===== src/rtl/ifetch_line_buffer.sv =====
// ---------------------------------------------------------------------------
// ifetch_line_buffer
//   Single-line instruction buffer between the fetch stage and a burst bus.
//   Holds one aligned line of LINE_WORDS 32-bit words plus its tag. A hit
//   answers in the cycle after the request. A miss fetches the whole line in
//   one burst and then delivers the requested word.
//
// Ports
//   clk, rst          clock, synchronous active-high reset
//   ireq              fetch request (.valid, .addr); addr held until data_ok
//   iresp             response (.addr_ok, .data_ok, .data), one-cycle pulse
//   flush             invalidate the line (fence.i / satp write)
//   mem_valid         burst request, held until the first accepted beat
//   mem_addr          line-aligned burst base address
//   mem_len           beats minus one, constant LINE_WORDS-1
//   mem_ready         beat accepted, mem_rdata valid
//   mem_rdata         beat data, ascending word order
//   mem_last          final beat of the burst
//   hit_count         requests served from the line (wraps)
//   miss_count        refills started (wraps)
// ---------------------------------------------------------------------------
package ifetch_pkg;
   typedef logic [63:0] addr_t;

   typedef struct packed {
      logic  valid;
      addr_t addr;
   } ibus_req_t;

   typedef struct packed {
      logic        addr_ok;
      logic        data_ok;
      logic [31:0] data;
   } ibus_resp_t;
endpackage

module ifetch_line_buffer
   import ifetch_pkg::*;
#(
   parameter int unsigned LINE_WORDS = 4,
   parameter int unsigned ADDR_W     = 64
) (
   input  logic              clk,
   input  logic              rst,
   input  ibus_req_t         ireq,
   output ibus_resp_t        iresp,
   input  logic              flush,
   output logic              mem_valid,
   output logic [ADDR_W-1:0] mem_addr,
   output logic [7:0]        mem_len,
   input  logic              mem_ready,
   input  logic [31:0]       mem_rdata,
   input  logic              mem_last,
   output logic [31:0]       hit_count,
   output logic [31:0]       miss_count
);

   localparam int unsigned IDX_W = $clog2(LINE_WORDS);
   localparam int unsigned OFF_W = IDX_W + 2;
   localparam int unsigned TAG_W = ADDR_W - OFF_W;

   typedef enum logic [1:0] {IDLE, RESP, REFILL, DELIVER} state_e;

   state_e                          state_q, state_d;
   logic                            line_valid_q, line_valid_d;
   logic [TAG_W-1:0]                tag_q, tag_d;
   logic [IDX_W-1:0]                beat_q, beat_d;
   logic [TAG_W-1:0]                req_tag_q, req_tag_d;
   logic [IDX_W-1:0]                req_idx_q, req_idx_d;
   logic                            flush_pend_q, flush_pend_d;
   logic                            mem_valid_q, mem_valid_d;
   logic [ADDR_W-1:0]               mem_addr_q, mem_addr_d;
   ibus_resp_t                      resp_q, resp_d;
   logic [31:0]                     hit_q, hit_d;
   logic [31:0]                     miss_q, miss_d;
   logic [LINE_WORDS-1:0][31:0]     words_q;

   logic [ADDR_W-1:0] in_addr;
   logic [TAG_W-1:0]  in_tag;
   logic [IDX_W-1:0]  in_idx;
   logic              is_hit;
   logic [31:0]       fill_word;
   logic              unused_addr_bits;

   assign in_addr = ireq.addr[ADDR_W-1:0];
   assign in_tag  = in_addr[ADDR_W-1:OFF_W];
   assign in_idx  = in_addr[OFF_W-1:2];
   // Byte offset (and any bits above ADDR_W) never take part in lookup.
   assign unused_addr_bits = ^ireq.addr;

   // A flush in the same cycle as a lookup forces the miss path.
   assign is_hit = line_valid_q && !flush && (tag_q == in_tag);

   // On the final beat the requested word may be the one landing this edge.
   assign fill_word = (beat_q == req_idx_q) ? mem_rdata : words_q[req_idx_q];

   always_comb begin
      state_d      = state_q;
      line_valid_d = line_valid_q;
      tag_d        = tag_q;
      beat_d       = beat_q;
      req_tag_d    = req_tag_q;
      req_idx_d    = req_idx_q;
      flush_pend_d = flush_pend_q;
      mem_valid_d  = mem_valid_q;
      mem_addr_d   = mem_addr_q;
      hit_d        = hit_q;
      miss_d       = miss_q;
      resp_d       = '0;   // response is a single-cycle pulse

      unique case (state_q)
         IDLE: begin
            if (flush) line_valid_d = 1'b0;
            if (ireq.valid) begin
               req_tag_d = in_tag;
               req_idx_d = in_idx;
               if (is_hit) begin
                  state_d        = RESP;
                  resp_d.addr_ok = 1'b1;
                  resp_d.data_ok = 1'b1;
                  resp_d.data    = words_q[in_idx];
                  hit_d          = hit_q + 32'd1;
               end else begin
                  state_d      = REFILL;
                  mem_valid_d  = 1'b1;
                  mem_addr_d   = {in_tag, {OFF_W{1'b0}}};
                  miss_d       = miss_q + 32'd1;
                  line_valid_d = 1'b0;
                  beat_d       = '0;
                  flush_pend_d = 1'b0;
               end
            end
         end

         RESP: begin
            if (flush) line_valid_d = 1'b0;
            state_d = IDLE;
         end

         REFILL: begin
            if (flush) flush_pend_d = 1'b1;
            if (mem_ready) begin
               mem_valid_d = 1'b0;
               beat_d      = beat_q + 1'b1;
               if (mem_last) begin
                  tag_d          = req_tag_q;
                  // a flush seen anywhere in the burst keeps the line invalid
                  line_valid_d   = !(flush_pend_q || flush);
                  flush_pend_d   = 1'b0;
                  state_d        = DELIVER;
                  resp_d.addr_ok = 1'b1;
                  resp_d.data_ok = 1'b1;
                  resp_d.data    = fill_word;
               end
            end
         end

         DELIVER: begin
            if (flush) line_valid_d = 1'b0;
            state_d = IDLE;
         end

         default: state_d = IDLE;
      endcase
   end

   always_ff @(posedge clk) begin
      if (rst) begin
         state_q      <= IDLE;
         line_valid_q <= 1'b0;
         tag_q        <= '0;
         beat_q       <= '0;
         req_tag_q    <= '0;
         req_idx_q    <= '0;
         flush_pend_q <= 1'b0;
         mem_valid_q  <= 1'b0;
         mem_addr_q   <= '0;
         resp_q       <= '0;
         hit_q        <= '0;
         miss_q       <= '0;
      end else begin
         state_q      <= state_d;
         line_valid_q <= line_valid_d;
         tag_q        <= tag_d;
         beat_q       <= beat_d;
         req_tag_q    <= req_tag_d;
         req_idx_q    <= req_idx_d;
         flush_pend_q <= flush_pend_d;
         mem_valid_q  <= mem_valid_d;
         mem_addr_q   <= mem_addr_d;
         resp_q       <= resp_d;
         hit_q        <= hit_d;
         miss_q       <= miss_d;
      end
   end

   // Line storage carries no reset; line_valid_q guards its use.
   always_ff @(posedge clk) begin
      if (!rst && state_q == REFILL && mem_ready) words_q[beat_q] <= mem_rdata;
   end

   assign iresp      = resp_q;
   assign mem_valid  = mem_valid_q;
   assign mem_addr   = mem_addr_q;
   assign mem_len    = 8'(LINE_WORDS - 1);
   assign hit_count  = hit_q;
   assign miss_count = miss_q;

endmodule


===== config.mk =====
export PLATFORM = sky130hd
export DESIGN_NAME = ifetch_line_buffer
export DESIGN_NICKNAME = d
export VERILOG_FILES = /design/src/rtl/ifetch_line_buffer.sv
export SDC_FILE = /design/constraint.sdc
export NUM_CORES = 1
export LEC_CHECK = 0
export CAP_MARGIN = 20
export CORE_ASPECT_RATIO = 1.75
export CORE_MARGIN = 2
export CORE_UTILIZATION = 35
export DETAILED_ROUTE_END_ITERATION = 10
export GPL_TIMING_DRIVEN = 0
export HOLD_SLACK_MARGIN = 0.06
export PLACE_DENSITY = 0.58
export REMOVE_ABC_BUFFERS = 1
export SLEW_MARGIN = 5
export SYNTH_ARGS = -nofsm -noshare
export SYNTH_HDL_FRONTEND = slang
export SYNTH_SLANG_ARGS = --single-unit

===== constraint.sdc =====
create_clock -name clk -period 3.07 [get_ports clk]
set_input_delay 0.614 -clock clk [delete_from_list [all_inputs] [get_ports clk]]
set_output_delay 0.614 -clock clk [all_outputs]
set_load 0.03 [all_outputs]

==> flow_summary.yaml, run 1 <==
global_route:
  overflow: 0
  antenna_found_initial: 2
  grt_pass1_wl_um: 74100
  grt_pass1_vias: 13400
  track_usage_pct: 18.3
  grt_max_degree: 148
timing:
  worst_pin_slew_ns: 0.772
  hold_viol: 0
  period_needed_ns: 2.99
  slew_headroom_pct: 48.3
  fmax_mhz: 334
  finClkSkew_ns: 0.0260
  finalWorstSetupSlack_ns: 0.0770
  setup_viol: 0
  holdWs_ns: 0.450
  rsz0062_at_grt: "false"
  maxSlewViolCount: 0
  period_share_pct: 97.5
critical_path:
  path_class: "input pin to flip-flop"
  crit_fanout: 7
  worstSetupEndpointType: "flip-flop"
  cp-start-kind: "input pin"
  worstPathArrival_ns: 3.45
  required_ns: 3.53
floorplanning:
  io_pins: 273
  die_area_um2: 51200
  num_rows: 107
  fp.dieH_um: 298
  die_w_um: 172
  initial_core_util_pct: 35.5
  core_um2: 48700
clock_network:
  clock_latency_ns: 0.55
  clock-sinks: 414
  tritoncts: "built"
  clk_transition_reported_paths_ns: 0.06
  cts_max_path_buffers: 3
  cts_inserted_buffers: 42
  htree_levels: 2
  clockRootBuffer: "clkbuf_16"
placement:
  io_buffers: 258
  place_area_um2: 20700
  dp_slack_ns: -1.45
  place_congestion: 0.730
  hpwl_um: 31000
logic_synthesis:
  syn_avg_cell_area_um2: 10.2
  async_flop_share_pct: 0
  yosysUniqueCellTypes: 51
  synthesis.instances: 1686
  ys_ff_latch: 414
  synth-main-ff-cell: "dfxtp_1"
  synth_edf_count: 128
  ys_warn_count: 0
  yosysSeqAreaShare_pct: 55.4
  syn_area_um2: 17300
pwr:
  vdd_drop_max_mv: 0.463
  p_leak_uw: 0.00752
  power.total_uw: 12200
  p_per_area_nw_per_um2: 548
finish:
  drive_above_1_share_pct: 10.1
  fin_area_um2: 22200
  nets: 2015
  final_core_util_pct: 45.6
  area_delta_synth_final_pct: 28.7
detailed_routing:
  num_vias: 13300
  drtIter0Drc: 659
  remaining_drc_errors: 0
  vias_per_cell: 5.13
  drt_wl_total_um: 47300
  antenna_left: 0
  wire_per_inst_um: 18.2
  firstDrtPassIters: 4
flow_run:
  maxCapViolations: 0
outcome:
  status: "finished clean"
worst_hold_path:
  min_path_type: "flip-flop to flip-flop"
-- through the flow --
stage / setup TNS (ns) / instances
after CTS: 0 / 2586
after detailed placement: -124.37 / 2502
final: 0 / 2596
after floorplan: -239.49 / 1570
after global routing: 0 / 2596
after global placement: -2643.10 / 2482
-- synthesized netlist by cell type, types with 3 or more instances --
cell / number / area (um2)
a21o_1: 33 / 248
a21oi_1: 247 / 1240
and2_1: 8 / 50.1
and3_1: 18 / 113
and4_1: 4 / 35.0
buf_1: 8 / 30.0
buf_2: 15 / 75.1
buf_4: 14 / 105
buf_6: 3 / 33.8
clkbuf_1: 86 / 323
dfxtp_1: 286 / 5730
edfxtp_1: 128 / 3840
ha_1: 6 / 75.1
inv_1: 18 / 67.6
mux2i_1: 33 / 330
mux4_2: 64 / 1440
nand2_1: 393 / 1480
nand2b_1: 6 / 37.5
nand3_1: 34 / 170
nand4_1: 28 / 175
nor2_1: 46 / 173
nor2b_1: 7 / 43.8
nor3_1: 3 / 15.0
nor4_1: 3 / 18.8
o21ai_0: 39 / 195
o22ai_1: 3 / 18.8
o31ai_1: 16 / 120
or3_1: 39 / 244
or4_1: 16 / 120
xnor2_1: 51 / 447
xor2_1: 3 / 26.3
-- layer usage --
| metal | routed length, um | part of all wire [%] | global-route usage (%) |
|---|---|---|---|
| met3 | 2910 | 6.2 | 4.29 |
| met5 | 10 | 0.021 | 0 |
| met2 | 25100 | 53 | 33.5 |
| met1 | 17700 | 37 | 20.5 |
| met4 | 1490 | 3.2 | 6.28 |
-- cell usage in the layout, fill, tap and decap left out, drive strengths merged, types with 3 or more instances in the layout --
master / instances
nand2: 393
dfxtp: 286
clkdlybuf4s50: 255
a21oi: 247
edfxtp: 128
mux4: 64
clkbuf: 58
xnor2: 51
nor2: 46
o21ai: 40
or3: 39
nand3: 37
buf: 36
mux2i: 33
a21o: 33
nand4: 28
inv: 18
and3: 18
o31ai: 16
or4: 16
clkinv: 15
conb: 12
and2: 8
nor2b: 7
nand2b: 6
ha: 6
and4: 4
nor4: 4
nor3: 4
o22ai: 3
xor2: 3
clkinvlp: 3
-- state kept, by name (all words and copies together), names as in the netlist, 32 cells and up --
register / cells
hit_count: 32
miss_count: 32
mem_addr: 60
iresp: 33
words_q: 128
tag_q: 60
req_tag_q: 60
-- critical path, stage by stage --
cell and delay, ns:
clkdlybuf4s50_1 0.50, nor2b_1 0.18, a2111o_1 0.41, a2111oi_4 0.35, and3_4 0.38, nand3_4 0.16, buf_12 0.20, or4_1 0.50
a21oi_1 0.16
-- cell type report --
cell class / count / area, um2
fill: 4621 / 26500
multi-input combinational: 1140 / 7250
clock buffer: 58 / 1200
antenna: 1 / 2.50
clock inverter: 20 / 181
timing repair buffer: 291 / 3140
tap: 654 / 818
sequential: 414 / 9570
inverter: 18 / 67.6
-- final timing paths --
kind | from | endpoint | slack, ns | cells past startpoint
setup / recovery | ireq[23] | hit_count[23] | 0.08 | 9
hold reg to reg | req_tag_q[25] | tag_q[25] | 0.45 | 2
setup reg to reg | tag_q[36] | hit_count[23] | 0.42 | 8
hold / removal | req_tag_q[25] | tag_q[25] | 0.45 | 2
-- power by group --
part / internal, uW / switching, uW / leakage, uW
sequential: 5770 / 89.9 / 0.00348
clock: 2930 / 2190 / 0.000679
combinational: 533 / 681 / 0.00336
total: 9230 / 2960 / 0.00752
-- kinds of logic after synthesis --
kind of cell | share of synthesized area (%)
and+or+nand+nor | 15.9
DFF | 55.4
AOI/OAI and AO/OA | 11.6
buffers and inverters | 3.67
muxes | 10.3
xor gates and xnor gates | 2.74
adders and majority gates | 0.434
other | 0.0435
-- what timing repair did --
action,4_1_cts,5_1_grt
buffers inserted,4,9
cloned,2,0
setup endpoints to repair,96,39
hold buffers,0,0
pin swaps,1,3
resized for setup,9,1
Power figures use the tool's default switching activity.
==> run 2: changes to the inputs <==
--- a/config.mk
+++ b/config.mk
@@ -12,6 +12,7 @@
 export DETAILED_ROUTE_END_ITERATION = 10
 export GPL_TIMING_DRIVEN = 0
 export HOLD_SLACK_MARGIN = 0.06
+export MAX_ROUTING_LAYER = met4
 export PLACE_DENSITY = 0.58
 export REMOVE_ABC_BUFFERS = 1
 export SLEW_MARGIN = 5
==> run 2 against run 1 <==
Compared with the run above:
- final cell count is essentially flat
- combinational power is essentially flat
- count of clock-buffer cells in the layout is the same
==> flow_summary.yaml, run 2 (synthesis results as in run 1) <==
finish:
  final_core_util_pct: 45.6
  drive_above_1_share_pct: 10.1
  layout_commonest_cell: "nand2_1"
  most-common-layout-cells: "nand2_1 (391), dfxtp_1 (284), clkdlybuf4s50_1 (255), a21oi_1 (246), edfxtp_1 (128)"
  largest_register_ffs: 128
  nets: 2015
  area_delta_synth_final_pct: 28.7
  top_register: "words_q"
  num-fill-cells: 4620
critical_path:
  cp.buffers_inverters: 2
  cpLargestDelayFamily: "simple AND/OR/NAND/NOR gates"
  cp_num_cells: 9
  worstPathCellList: "clkdlybuf4s50_1, nor2b_1, a2111o_1, a2111oi_4, and3_4, nand3_4, buf_12, or4_1, a21oi_1"
  crit_fanout: 7
  worstPathArrival_ns: 3.47
  slowest_stage: "clkdlybuf4s50_1"
  cp_slowest_stage_delay_ns: 0.51
  required_ns: 3.53
  cp-start-kind: "input pin"
  ff2ff_path_depth: 8
  path_class: "input pin to flip-flop"
  worstSetupEndpointType: "flip-flop"
pwr:
  vdd_drop_max_mv: 0.463
  p_per_area_nw_per_um2: 548
  p_leak_uw: 0.00752
timing:
  rsz0062_at_grt: "false"
  holdWs_ns: 0.450
  hold_viol: 0
  maxSlewViolCount: 0
  setup_viol: 0
  period_needed_ns: 3.01
  worst_pin_slew_ns: 0.777
  finClkSkew_ns: 0.0260
  slew_headroom_pct: 48.0
  period_share_pct: 98.2
  fmax_mhz: 332
global_route:
  antenna_found_initial: 2
  grt_pass1_wl_um: 74100
  overflow: 0
  grt_max_degree: 148
  grt_pass1_vias: 13300
  track_usage_pct: 18.8
clock_network:
  tritoncts: "built"
  clock-sinks: 414
  clk_transition_reported_paths_ns: 0.06
  cts_inserted_buffers: 42
  clock_latency_ns: 0.55
  htree_levels: 2
  clockRootBuffer: "clkbuf_16"
  cts_hold_buf: 0
  cts_max_path_buffers: 3
detailed_routing:
  num_vias: 13300
  antenna_left: 0
  firstDrtPassIters: 5
  drt_wl_total_um: 47400
  wire_per_inst_um: 18.2
  remaining_drc_errors: 0
  vias_per_cell: 5.13
  drtIter0Drc: 691
floorplanning:
  core_um2: 48700
  die_area_um2: 51200
  initial_core_util_pct: 35.5
  num_rows: 107
  io_pins: 273
  die_w_um: 172
  fp.dieH_um: 298
outcome:
  status: "finished clean"
placement:
  hpwl_um: 31000
  place_congestion: 0.739
  io_buffers: 258
worst_hold_path:
  min_path_type: "flip-flop to flip-flop"
  hold_depth: 2
flow_run:
  maxCapViolations: 0
## run 2: cell types whose count changed in the layout (fill, tap and decap cells not counted), sizes merged
| cell | delta |
|---|---|
| diode | +1 |
## run 2: stage by stage
| stage | TNS (ns) | area (um2) | std cells | power [uW] | setup WS (ns) |
|---|---|---|---|---|---|
| finish | 0 | 22200 | 2597 | 12200 | 0.0567 |
| global route | 0 | 22200 | 2597 | 12700 | 0.0156 |
| CTS | 0 | 22200 | 2586 | 12400 | 0.0208 |
| detailed placement | -124.37 | 20700 | 2502 | 7210 | -1.45 |
| global placement | -2643.10 | 20100 | 2482 | 7170 | -9.60 |
| floorplan | -239.49 | 16700 | 1570 | 6590 | -2.49 |
## run 2: power breakdown
part           internal [uW]  total [uW]  switching (uW)
clock network           2930        5120            2190
logic                    533        1210             682
registers               5770        5860            90.1
## run 2: worst paths after layout
check / endpoint / slack (ns) / startpoint
hold reg to reg: tag_q[41] / 0.45 / req_tag_q[41]
hold / removal: tag_q[41] / 0.45 / req_tag_q[41]
setup / recovery: hit_count[23] / 0.06 / ireq[23]
setup reg to reg: hit_count[23] / 0.41 / tag_q[36]
## run 2: layout make-up
class                   count  area [um2]  share of cell area, %
diodes                      2        5.00                 0.0225
clock buffers              58        1200                   5.41
clock inverters            20         181                  0.816
inverters                  18        67.6                  0.304
multi-input cells        1140        7250                   32.6
flip-flops and latches    414        9570                   43.0
well taps                 654         818                   3.68
repair buffers            291        3140                   14.1
## run 2: layer usage
metal	vias up	GRT usage, %	part of all wire (%)
li1	6412	-	-
met1	6516	20.7	38
met2	316	33.4	53
met3	76	4.12	5.7
met4	0	6.28	3.3
met5	-	-	0
## run 2: repair_timing
action	in CTS	in global routing
endpoints found under the setup margin	96	39
gates cloned	2	0
resized for setup	9	1
pin swaps	1	3
setup buffers	4	9
## run 2: worst reg2reg max path, cell delays in order (launching register included)
cell and delay [ns]:
dfxtp_1 0.32, nor2b_1 0.13, a2111o_1 0.38, a2111oi_4 0.35, and3_4 0.38, nand3_4 0.17, buf_12 0.20, or4_1 0.50
a21oi_1 0.15
